**src/rtl/serial_word_loader_if.sv**
```systemverilog
// Handshake and serial-output bundle between a word producer and serial_word_loader.
// WIDTH must match the loader's WIDTH parameter.
interface serial_word_loader_if #(
   parameter int WIDTH = 4
);
   logic [WIDTH-1:0] Data_In;
   logic             Load;
   logic             Ready;
   logic             In;
   logic             Sr_En;
   logic             Busy;
   logic             Done;
   logic [7:0]       Word_Cnt;

   modport master (
      output Data_In, Load,
      input  Ready, In, Sr_En, Busy, Done, Word_Cnt
   );

   modport slave (
      input  Data_In, Load,
      output Ready, In, Sr_En, Busy, Done, Word_Cnt
   );
endinterface

```
**src/rtl/serial_word_loader.sv**
```systemverilog
// Serializes a parallel word into a downstream shift/rotate register, then lets it rotate.
// Optional macro LSB_FIRST_EN: shift the word out LSB first instead of MSB first.
module serial_word_loader #(
   parameter int WIDTH      = 4,
   parameter int ROT_CYCLES = 4
) (
   input  logic                 CLK,
   input  logic                 CLR,
   serial_word_loader_if.slave  bus
);

   typedef enum logic [1:0] {
      IDLE   = 2'd0,
      SHIFT  = 2'd1,
      ROTATE = 2'd2,
      DONE   = 2'd3
   } state_t;

   localparam logic [4:0] BIT_LAST = 5'(WIDTH - 1);
   localparam logic [7:0] ROT_LAST = 8'((ROT_CYCLES == 0) ? 0 : ROT_CYCLES - 1);

   state_t           state, state_nxt;
   logic [WIDTH-1:0] shift_buf, shift_buf_nxt;
   logic [4:0]       bit_cnt, bit_cnt_nxt;
   logic [7:0]       rot_cnt, rot_cnt_nxt;
   logic [7:0]       word_cnt, word_cnt_nxt;
   logic             serial_bit;

   // NOTE: state registers use non-blocking assignments so every flop samples pre-edge values.
   always_ff @(posedge CLK) begin
      if (CLR) begin
         state     <= IDLE;
         shift_buf <= '0;
         bit_cnt   <= '0;
         rot_cnt   <= '0;
         word_cnt  <= '0;
      end else begin
         state     <= state_nxt;
         shift_buf <= shift_buf_nxt;
         bit_cnt   <= bit_cnt_nxt;
         rot_cnt   <= rot_cnt_nxt;
         word_cnt  <= word_cnt_nxt;
      end
   end

   // NOTE: every signal gets a default first so no path through the case infers a latch.
   always_comb begin
      state_nxt     = state;
      shift_buf_nxt = shift_buf;
      bit_cnt_nxt   = bit_cnt;
      rot_cnt_nxt   = rot_cnt;
      word_cnt_nxt  = word_cnt;

      unique case (state)
         IDLE: begin
            if (bus.Load) begin
               shift_buf_nxt = bus.Data_In;
               bit_cnt_nxt   = '0;
               state_nxt     = SHIFT;
            end
         end

         SHIFT: begin
`ifdef LSB_FIRST_EN
            shift_buf_nxt = {1'b0, shift_buf[WIDTH-1:1]};
`else
            shift_buf_nxt = {shift_buf[WIDTH-2:0], 1'b0};
`endif
            bit_cnt_nxt = bit_cnt + 5'd1;
            if (bit_cnt == BIT_LAST) begin
               rot_cnt_nxt = '0;
               state_nxt   = (ROT_CYCLES == 0) ? DONE : ROTATE;
            end
         end

         ROTATE: begin
            rot_cnt_nxt = rot_cnt + 8'd1;
            if (rot_cnt == ROT_LAST) begin
               state_nxt = DONE;
            end
         end

         DONE: begin
            // 8-bit counter wraps 255 -> 0 silently
            word_cnt_nxt = word_cnt + 8'd1;
            state_nxt    = IDLE;
         end

         default: state_nxt = IDLE;
      endcase
   end

`ifdef LSB_FIRST_EN
   assign serial_bit = shift_buf[0];
`else
   assign serial_bit = shift_buf[WIDTH-1];
`endif

   // Outputs decode from state and registers only; Load/Data_In never reach them combinationally.
   assign bus.Ready    = (state == IDLE);
   assign bus.Sr_En    = (state == SHIFT);
   assign bus.In       = (state == SHIFT) && serial_bit;
   assign bus.Busy     = (state != IDLE);
   assign bus.Done     = (state == DONE);
   assign bus.Word_Cnt = word_cnt;

endmodule

```
**src/flat_wrapper.sv**
```systemverilog
// flat-port wrapper written by rule: the top's interface ports become plain ports
module serial_word_loader_flat 
#(
   parameter int WIDTH      = 4,
   parameter int ROT_CYCLES = 4
)
  (CLK, CLR, bus_Data_In, bus_Load, bus_Ready, bus_In, bus_Sr_En, bus_Busy, bus_Done, bus_Word_Cnt);
  serial_word_loader_if #(.WIDTH(WIDTH)) bus_i ();
  input  logic CLK;
  input  logic CLR;
  input wire logic [$bits(bus_i.Data_In)-1:0] bus_Data_In;
  input wire logic [$bits(bus_i.Load)-1:0] bus_Load;
  output wire logic [$bits(bus_i.Ready)-1:0] bus_Ready;
  output wire logic [$bits(bus_i.In)-1:0] bus_In;
  output wire logic [$bits(bus_i.Sr_En)-1:0] bus_Sr_En;
  output wire logic [$bits(bus_i.Busy)-1:0] bus_Busy;
  output wire logic [$bits(bus_i.Done)-1:0] bus_Done;
  output wire logic [$bits(bus_i.Word_Cnt)-1:0] bus_Word_Cnt;
  assign bus_i.Data_In = bus_Data_In;
  assign bus_i.Load = bus_Load;
  assign bus_Ready = bus_i.Ready;
  assign bus_In = bus_i.In;
  assign bus_Sr_En = bus_i.Sr_En;
  assign bus_Busy = bus_i.Busy;
  assign bus_Done = bus_i.Done;
  assign bus_Word_Cnt = bus_i.Word_Cnt;
  serial_word_loader #(.WIDTH(WIDTH), .ROT_CYCLES(ROT_CYCLES)) u_core (.CLK(CLK), .CLR(CLR), .bus(bus_i));
endmodule
```
**config.mk**
```make
export PLATFORM = sky130hd
export DESIGN_NAME = serial_word_loader_flat
export DESIGN_NICKNAME = d
export VERILOG_FILES = /design/src/rtl/serial_word_loader_if.sv /design/src/rtl/serial_word_loader.sv /design/src/flat_wrapper.sv
export SDC_FILE = /design/constraint.sdc
export NUM_CORES = 1
export LEC_CHECK = 0
export CORE_ASPECT_RATIO = 0.5
export CORE_MARGIN = 2
export CORE_UTILIZATION = 53
export DETAILED_ROUTE_END_ITERATION = 6
export PLACE_DENSITY = 0.78
export SYNTH_ARGS = -nofsm -noshare
export SYNTH_HDL_FRONTEND = slang
export SYNTH_SLANG_ARGS = --single-unit
```
**constraint.sdc**
```tcl
create_clock -name CLK -period 3.99 [get_ports CLK]
set_input_delay 0.798 -clock CLK [delete_from_list [all_inputs] [get_ports CLK]]
set_output_delay 0.798 -clock CLK [all_outputs]
set_load 0.02 [all_outputs]
```
After elaboration in Yosys (flattened, before gate mapping)
Index checks and enable logic that the tools add are counted.
Word-level totals
  register bits: 27
  bits of input ports: 7
  output and inout bits: 13
  logic and storage cells: 34
Cells by class
  add/sub/neg operators: 3
  eq/ne operators: 8
  muxes and demuxes: 10
  reduce and logical (&&, ||, !) cells: 8
Operators with widths (count)
  adder 8 x 1 -> 8 bit (second input constant): 2
  one-hot mux 8 bit (2 select lines): 1
  one-hot mux 5 bit (2 select lines): 1
  equality test 8 x 2 -> 1 bit (second input constant): 1
  2-to-1 mux 8 bit: 1
  one-hot mux 2 bit (4 select lines): 1
  one-hot mux 4 bit (2 select lines): 1
  2-to-1 mux 2 bit: 3
  nonzero test 2 bit: 3
  adder 5 x 1 -> 5 bit (second input constant): 1
  equality test 5 x 2 -> 1 bit (second input constant): 1
  2-to-1 mux 5 bit: 1
  equality test 2 bit (second input constant): 2
  2-to-1 mux 4 bit: 1
  inequality test 2 x 1 -> 1 bit (second input constant): 2
  AND reduction 2 bit: 2
  AND reduction 3 bit: 1
  equality test 2 x 1 -> 1 bit (second input constant): 1
  logical NOT 2 bit: 1
  inequality test 2 bit (second input constant): 1
  logical AND 1 bit: 1

Logic depth before layout (Yosys ltp)
  depth in word-level cells: 3
  depth in mapped cells: 7
  mapped depth without buffers: 6

Worst setup path before layout
OpenSTA, ideal clock, no wires.
  kind: flip-flop to output port
  start point: register u_core.state[1]
  end point: output bus_In
  arrival time: 1.516 ns
  required time: 3.192 ns
  setup slack: 1.676 ns
  cell stages (with the launch flop): 6
  buffers on the path: 2
  path through: dfxtp_1 inv_1 ha_1 buf_2 buf_1 and2_1
Between the ends
  longest elaborated chain between the ends: 2
RTL lines
  from (decl): RTL line serial_word_loader.sv:22  | state_t state, state_nxt;
  from (signal assigned): RTL line serial_word_loader.sv:38  | state <= state_nxt;
  equality test 2 x 1 -> 1 bit
  named net bus_Sr_En: RTL line flat_wrapper.sv:15  | output wire logic [$bits(bus_i.Sr_En)-1:0] bus_Sr_En;
  logical AND 1 bit: RTL line serial_word_loader.sv:102  | assign bus.In = (state == SHIFT) && serial_bit;
  to (decl): RTL line flat_wrapper.sv:14  | output wire logic [$bits(bus_i.In)-1:0] bus_In;
The timed path passes the listed nets, and every way through them passes these cells.

Worst setup path in the final report
  start point: register u_core.state[1]
  end point: output bus_In
Between the ends
  longest elaborated chain between the ends: 2
RTL lines (RTL line)
  equality test 2 x 1 -> 1 bit: serial_word_loader.sv:102
  logical AND 1 bit: serial_word_loader.sv:102
Every way passes these cells.

==> results.md <==
* Total power at 810 µW
* Setup TNS Final at 0 ps
* Power Density at 495 mW/mm²
* Routability cong. at 0.848
* Skew-Pair Late Insertion Delay at 270 ps
* Crit end category: output pin
* Vias at 1135
* Synth Cell Area at 0.00138 mm²
* All-Layer GR Usage at 18.0%
* CTS tree: done
* Most common cell in the synthesized netlist: dfxtp_1
* Final hold violations at 0
* Delay of the slowest critical-path stage at 590 ps
* CP max-delay cell: clkdlybuf4s50_1
* Worst-Margin Slew at 971 ps
* Hold-fix buffers, CTS at 0
* Die Wd at 76.3 µm
* Port bufs at 19
* Cell taking the most area after synthesis: dfxtp_1
* Syn Nets at 166
* Core Rows at 13
* Post-synth EDFFs at 0
* HP Class: flip-flop to flip-flop
* Worst EP arrival at 1870 ps
* Final wirelength at 2750 µm
* Clock skew at 3.84 ps
* CTS H-tree depth at 1
* Final Worst Setup Slack at 1320 ps
* I/O pins at 20
* Clock-pin slew on the worst setup and hold paths at 90 ps
* Total grt overflow at 0
* Synth top area cells: dfxtp_1, ha_1, nor2_1, xor2_1, a21oi_1
* Full die area at 0.00306 mm²
* # setup viols final at 0
* CP top delay family: buffers and inverters
* Most common library cells after synthesis: dfxtp_1, nor2_1, a21oi_1, nand2_1
* Initial core utilization at 54.5%
* Yosys reg bits at 27
* Startpoint types: flip-flop
* Max clock buf depth at 2
* Mapped Cells at 152
* CP Buf/Inv Count at 3
* Root Buffer: clkbuf_8
* Pre-CTS WS at 1560 ps
* # DRC at 0
* Synth warn at 0
* Global-route wire length before repair at 4300 µm
* Unrepaired setup endpoints after global routing: false
* ANT cells at 0
* DP HPWL at 1880 µm
* Max VDD drop at 322 µV
* Drt first pass iters at 4
* Initial antenna violation count at 0
* Final Net Count at 183
* Critical path fanouts, max at 19
* Min cycle time layout at 2670 ps
* Post-Syn Area per Cell at 9.10 µm²
* Outcome: finished, final reports clean
* Area delta synth->final at 18.4%
* Die H at 40.1 µm
* Core Region at 0.00254 mm²
* Filler cells at 212
* Sequential element share of the synthesized area at 39.1%
* Multi-input logic area at 781 µm²
* Leak Pwr at 0.552 nW
* Placed instance area at 0.00159 mm²
* Vias per cell at 5.54
* Worst path cell trace: inv_1 > ha_1 > buf_4 > and2_1 > clkdlybuf4s50_1
* CTS sink cnt at 27
* Total CTS buffers at 3
* Post-CTS setup buffer count at 0
* Kind of critical path: flip-flop to output pin
* Netlist cell types at 42
* Fin crit share at 66.9%
* Seq. cell area at 541 µm²
* Final slew viol count at 0
* Highest clock rate at 0.374 GHz
* Max-Cap Viols at 0
* Cell area after layout at 0.00164 mm²
* Most used flip-flop cell after synthesis: dfxtp_1
* Share of layout cells above drive strength 1 at 7.74%
* Starting DRT DRC Count at 43
* Routed Antenna Nets at 0
* Yosys top cell area share at 39.1%
* Number of global-route vias before repair at 958
* Fin Hold WS at 471 ps
* Largest net degree at the start of global routing at 27
* Slew Limit Headroom at 35.1%
* DR WL/cell at 13.4 µm
* Worst endpoint required time at 3190 ps
* Share of flip-flops with an asynchronous set or reset at 0%
* CTS resizes at 0
## per-layer routing
metal / GRT usage, % / part of all wire [%] / vias to the layer above
met5: 0 / 0 / -
met4: 4.55 / 0 / 0
met3: 5.63 / 5.3 / 0
met2: 32.7 / 46 / 26
met1: 22.0 / 49 / 527
li1: - / - / 582
## area by class of cell
| cell class | count | share of cell area [%] |
|---|---|---|
| sequential | 27 | 33.0 |
| multi-input combinational | 110 | 47.7 |
| clock buffer | 3 | 2.52 |
| timing repair buffer | 20 | 12.1 |
| inverter | 7 | 1.60 |
| clock inverter | 1 | 0.306 |
| tap | 37 | 2.83 |
## kinds of logic (layout without fill, tap and decap cells)
family | Yosys count | count (layout) | synth area share (%)
buf+inv | 15 | 31 | 4.52
compound gates | 39 | 39 | 22.1
simple gates | 50 | 50 | 18.2
xor+xnor | 8 | 8 | 5.06
fa+ha+maj | 7 | 7 | 6.33
mux | 6 | 6 | 4.79
flops | 27 | 27 | 39.1
## path summary, 6_finish.rpt
| kind | startpoint | to | slack, ps | depth (start not counted) |
|---|---|---|---|---|
| setup / recovery | u_core.state[1]$_SDFFE_PP0P_ | bus_In | 1320 | 5 |
| hold / removal | u_core.shift_buf[0]$_SDFFE_PP0P_ | u_core.shift_buf[0]$_SDFFE_PP0P_ | 470 | 2 |
| setup reg to reg | u_core.bit_cnt[0]$_SDFFE_PP0P_ | u_core.rot_cnt[6]$_SDFFE_PP0P_ | 1990 | 5 |
| hold reg to reg | u_core.shift_buf[0]$_SDFFE_PP0P_ | u_core.shift_buf[0]$_SDFFE_PP0P_ | 470 | 2 |
## stage by stage
stage,cells,utilization (%)
2_1_floorplan,152,-
3_3_place_gp,201,62.7
3_5_place_dp,201,62.7
4_1_cts,205,64.5
5_1_grt,205,64.5
6_report,205,64.5
## where the power goes
group,switching (mW),internal (mW)
combinational,0.196,0.135
clock,0.0871,0.0701
sequential,0.0224,0.300
## placed cells by master, fill, tap and decap left out, types with 2 or more instances in the layout
cell type / instances
or4b_1: 2
nand2b_1: 2
a211oi_1: 6
mux2i_1: 4
nor2_1: 17
clkbuf_8: 3
a32oi_1: 2
or3_1: 2
nand3b_1: 2
clkdlybuf4s50_1: 19
nand4_1: 6
ha_1: 7
o21ai_0: 3
nand2_1: 11
o32ai_1: 3
o21a_1: 2
xor2_1: 7
nand3_1: 3
a21oi_1: 11
dfxtp_1: 27
o211ai_1: 2
inv_1: 7
## flip-flops by register name, summed over array words and instances, names as in the netlist
register             cells
u_core.bus.Word_Cnt      8
u_core.shift_buf         4
u_core.rot_cnt           8
u_core.state             2
u_core.bit_cnt           5
## worst reg2reg max path, delay by kind of cell (launching register included)
kind | cells | cell delay (ps)
AND/OR/NAND/NOR | 1 | 620
flip-flops | 1 | 380
multiplexers | 1 | 360
AO/OA/AOI/OAI | 2 | 290
adder cells (fa/ha/maj) | 1 | 210
No activity file was read; power rests on OpenSTA's default activity.
